<file path="src/rtl/edge_pkg.sv">
`default_nettype none
// ============================================================================
// Module  : edge_pkg
// Brief   : Pixel, window and FSM state types shared by the blur pipeline.
// Rev     : 1.0
// ============================================================================
package edge_pkg;

  localparam int PIXEL_BITS  = 8;
  localparam int KERNEL_TAPS = 5;

  typedef logic [KERNEL_TAPS-1:0][PIXEL_BITS-1:0] window_t;

  typedef enum logic [1:0] {
    ACCEPT = 2'd0,
    EMIT   = 2'd1,
    WAIT   = 2'd2
  } state_t;

endpackage
`default_nettype wire

</file>
<file path="src/rtl/blur_window.sv">
`default_nettype none
// ============================================================================
// Module  : blur_window
// Brief   : Raster pixels -> edge-clamped 5-pixel windows, paced to blur cadence.
// Rev     : 1.0
// ============================================================================
module blur_window
  import edge_pkg::*;
#(
  parameter int ROW_WIDTH = 640,
  parameter int COL_BITS  = $clog2(ROW_WIDTH)
) (
  input  logic                  clk,
  input  logic                  rst,
  input  logic                  in_valid,
  input  logic                  in_sof,
  input  logic [PIXEL_BITS-1:0] in_pixel,
  output logic                  in_ready,
  output window_t               out_pixels,
  output logic                  out_en,
  output logic [COL_BITS-1:0]   out_col,
  input  logic                  blur_final
);

  localparam logic [COL_BITS-1:0] c_COL_ZERO = '0;
  localparam logic [COL_BITS-1:0] c_COL_ONE  = COL_BITS'(1);
  localparam logic [COL_BITS-1:0] c_COL_TWO  = COL_BITS'(2);
  localparam logic [COL_BITS-1:0] c_COL_LAST = COL_BITS'(ROW_WIDTH - 1);

  state_t              r_state;
  logic [COL_BITS-1:0] r_in_col;
  logic [COL_BITS-1:0] r_out_col;
  logic [1:0]          r_flush_cnt;
  window_t             r_win;
  logic                r_out_en;

  logic                w_ready;
  logic                w_accept;
  logic                w_first;
  logic                w_emit;
  logic                w_last;
  logic [COL_BITS-1:0] w_acc_col;

  // Column 0 (explicit or via row wrap) restarts the window with the edge pixel.
  always_comb begin
    w_first   = in_sof || (r_in_col == c_COL_ZERO);
    w_acc_col = w_first ? c_COL_ZERO : r_in_col;
    w_emit    = (w_acc_col >= c_COL_TWO);
    w_last    = (w_acc_col == c_COL_LAST);
    w_ready   = (r_state == ACCEPT) ||
                ((r_state == WAIT) && blur_final && (r_flush_cnt == 2'd0));
    w_accept  = in_valid && w_ready;
  end

  always_ff @(posedge clk) begin
    if (rst) begin
      r_state     <= ACCEPT;
      r_in_col    <= c_COL_ZERO;
      r_out_col   <= c_COL_ZERO;
      r_flush_cnt <= 2'd0;
      r_win       <= '0;
      r_out_en    <= 1'b0;
    end else begin
      r_out_en <= 1'b0;
      if (w_accept) begin
        if (w_first) begin
          r_win <= {KERNEL_TAPS{in_pixel}};
        end else begin
          r_win <= {in_pixel, r_win[KERNEL_TAPS-1:1]};
        end
        if (w_last) begin
          r_in_col    <= c_COL_ZERO;
          r_flush_cnt <= 2'd2;
        end else begin
          r_in_col    <= w_acc_col + c_COL_ONE;
          r_flush_cnt <= 2'd0;
        end
        if (w_emit) begin
          r_state   <= EMIT;
          r_out_en  <= 1'b1;
          r_out_col <= w_acc_col - c_COL_TWO;
        end else begin
          r_state <= ACCEPT;
        end
      end else begin
        case (r_state)
          EMIT: begin
            r_state <= WAIT;
          end
          WAIT: begin
            if (blur_final) begin
              // Row tail: replicate the last pixel to centre the final two columns.
              if (r_flush_cnt != 2'd0) begin
                r_win       <= {r_win[KERNEL_TAPS-1], r_win[KERNEL_TAPS-1:1]};
                r_flush_cnt <= r_flush_cnt - 2'd1;
                r_out_col   <= r_out_col + c_COL_ONE;
                r_state     <= EMIT;
                r_out_en    <= 1'b1;
              end else begin
                r_state <= ACCEPT;
              end
            end
          end
          default: begin
            r_state <= ACCEPT;
          end
        endcase
      end
    end
  end

  assign in_ready   = w_ready;
  assign out_pixels = r_win;
  assign out_en     = r_out_en;
  assign out_col    = r_out_col;

endmodule
`default_nettype wire
</file>
<file path="config.mk">
export PLATFORM = sky130hd
export DESIGN_NAME = blur_window
export DESIGN_NICKNAME = d
export VERILOG_FILES = /design/src/rtl/edge_pkg.sv /design/src/rtl/blur_window.sv
export SDC_FILE = /design/constraint.sdc
export NUM_CORES = 1
export LEC_CHECK = 0
export CORE_ASPECT_RATIO = 0.8
export CORE_MARGIN = 2
export CORE_UTILIZATION = 46
export CTS_CLUSTER_DIAMETER = 60
export DETAILED_ROUTE_END_ITERATION = 8
export DONT_BUFFER_PORTS = 1
export GPL_ROUTABILITY_DRIVEN = 0
export SKIP_LAST_GASP = 1
export SYNTH_ARGS = -nofsm -noshare
export SYNTH_HDL_FRONTEND = slang
export SYNTH_SLANG_ARGS = --single-unit
</file>
<file path="constraint.sdc">
create_clock -name clk -period 7.4 [get_ports clk]
set_input_delay 0.74 -clock clk [delete_from_list [all_inputs] [get_ports clk]]
set_output_delay 0.74 -clock clk [all_outputs]
set_load 0.05 [all_outputs]
</file>
==> reports/summary.txt <==
Status - completed
Yosys top cell by area - dfxtp_1
WP data arrival - 3060 ps
Worst min path class - in -> reg
Post-synth top cells - dfxtp_1, nand2_1, o221a_2
Gr ovfl total - 0
Layout area overhead - 8.53%
CTS root buf - clkbuf_8
Slowest CP cell - o21ai_2
Core area - 0.00638 mm2
Clock Path Buffers - 2
Die X - 94.6 um
Syn Inst Count - 333
CP max stage delay - 1100 ps
Clock power share - 42.4%
Critical path, cell by cell - nor4_4, a41oi_2, o21ai_2, o221a_2
# diodes - 0
Sequential area share after synthesis - 43.0%
Post-synth top area share - 43.0%
Final Max Tran Viols - 0
Met2 WL post-DR - 3140 um
Worst-Margin Slew - 1230 ps
Port Buffer Count - 0
Unrepaired setup endpoints after global routing - no
IO Pins - 65
Drt first-iter violations - 184
Post-synth EDFFs - 0
Synth top area cells - dfxtp_1, o221a_2, nand2_1
Peak supply drop - 0.118 mV
Gr usage total - 20.5%
First-pass GRT wire length - 11600 um
Flip-flop and latch area - 0.00130 mm2
Post-CTS setup buffer count - 0
Post_cts resized - 0
Top sig layer - met4
Sw Share - 29.0%
CP endpoint kind - flip-flop
DIE HEIGHT - 76.5 um
Fillcell total - 616
Tmin final - 2770 ps
Per-cell routed wire length - 17.3 um
Vias - 2517
WP data required - 7690 ps
CTS tree - done
#FFs+latches synth - 65
Internal power - 618 uW
Final hold viol count - 0
Prevailing post-synth register cell - dfxtp_1
Post-synth cell types - 55
Vias in the first global route - 2252
TritonRoute pass-1 iters - 4
Comb power frac - 6.1%
Largest net degree at the start of global routing - 40
Post-Route WL - 7070 um
Layout cells sized above 1 - 17.8%
Switch Pwr - 253 uW
Num Clock Sinks - 65
Multi-input logic area - 0.00158 mm2
PwrDens - 265 mW/mm2
Hold WS - 464 ps
Family with the most delay on the worst path - compound AO/OA/AOI/OAI gates
Synthesized Nets - 352
Initial antenna violation count - 0
Clock slew at reported path FFs - 80 ps
Count leader, synth - dfxtp_1
Final HPWL DP - 4730 um
# H-tree levels - 3
Die area - 0.00724 mm2
Pleak - 1.23 nW
Total CTS buffers - 9
Syn_area_per_cell - 9.08 um2
Yosys Warn Count - 0
Ys async rst share - 0%
Met1 wire length - 3350 um
Clock Skew - 9.16 ps
ANT nets after route - 0
Post-CTS Hold Buffers - 0
Routed vias/inst - 6.15
Setup TNS Final - 0 ps
Row cnt - 26
Syn Std Cell Area - 0.00302 mm2
Clk Latency, worst-skew pair - 350 ps
Max-cap violations - 0
Fin crit share - 37.4%
Fmax - 0.361 GHz
Share of power burned in registers - 51.5%
Final #Nets - 339
Worst-path fanout max - 32
Initial Util - 47.4%
DRC Markers - 0
Kind of critical path - reg -> reg
Buf/Inv on CP - 0
Met3 Wirelength - 521 um
Final setup vio count - 0
Slew headroom - 17.8%
Critical Path Source Type - flip-flop
[placed cells by master, fill, tap and decap left out, drive strengths merged, types with 2 or more instances in the layout]
cell type / n
ha: 6
o22a: 3
or3: 2
buf: 2
nand4b: 2
xor2: 2
bufinv: 3
nor3: 14
nand3: 9
o21ai: 13
a31oi: 10
o21a: 3
o221a: 32
and3: 2
nand2: 36
nand2b: 2
nor3b: 5
nor4: 3
nand3b: 3
a21oi: 23
inv: 10
nor2b: 5
a211oi: 4
a21o: 3
and2: 4
a211o: 2
and4: 2
clkbuf: 10
dfxtp: 65
nor2: 23
[final cells by class]
class | instances | share of cell area [%]
multi-input cells | 233 | 48.2
flip-flops and latches | 65 | 39.7
clock buffers | 10 | 3.89
clock inverters | 6 | 3.51
well taps | 84 | 3.20
inverters | 9 | 1.03
repair buffers | 2 | 0.458
[cells by family (layout without fill, tap and decap cells)]
kind of cell / Yosys count / in the layout / share of synthesized area (%)
AOI/OAI and AO/OA: 104 / 104 / 27.3
xor gates and xnor gates: 3 / 3 / 0.869
adders and majority gates: 6 / 6 / 2.48
buffers and inverters: 35 / 27 / 4.72
DFF: 65 / 65 / 43.0
muxes: 1 / 1 / 0.331
and+or+nand+nor: 119 / 119 / 21.2
[power by group through the flow]
stage | Clock [mW] | Sequential, mW | Combinational [mW]
after floorplan | 0 | 0.451 | 0.0483
after global placement | 0 | 0.456 | 0.0524
after detailed placement | 0 | 0.457 | 0.0534
after CTS | 0.377 | 0.448 | 0.0536
after global routing | 0.395 | 0.451 | 0.0604
final | 0.369 | 0.448 | 0.0534
[registers in the layout, indices dropped and copies added, names as in the netlist]
signal	count
out_col	10
out_en	1
out_pixels	40
r_flush_cnt	2
r_in_col	10
r_state	2
[layer usage]
metal	GRT usage [%]	vias up
met1	28.5	1217
met2	28.5	62
met3	9.69	8
li1	-	1230
met4	5.07	0
met5	0	-
[worst reg2reg max path, delay by kind of cell (launching register included)]
family	cells	cell delay (ps)
and+or+nand+nor	1	380
DFF	1	420
AOI/OAI and AO/OA	3	1930
[final timing paths]
kind                               start                     endpoint  slack [ps]  cells after the start
max             r_in_col[7]$_SDFFE_PP0P_   out_pixels[7]$_SDFFE_PP0P_        4630                      4
min                                  rst     r_in_col[6]$_SDFFE_PP0P_         460                      1
max reg2reg     r_in_col[7]$_SDFFE_PP0P_   out_pixels[7]$_SDFFE_PP0P_        4630                      4
min reg2reg  r_flush_cnt[0]$_SDFFE_PP0P_  r_flush_cnt[0]$_SDFFE_PP0P_         470                      1
[through the flow]
step                      setup WS [ps]  cell area (um2)  power, mW  util, %  instances
after floorplan                    4570             3020      0.499        -        333
after global placement             4690             3040      0.508     47.6        393
after detailed placement           4650             3040      0.510     47.6        393
after CTS                          4620             3280      0.879     51.5        409
after global routing               4290             3280      0.906     51.5        409
final                              4630             3280      0.871     51.5        409
No activity file was read; power rests on OpenSTA's default activity.
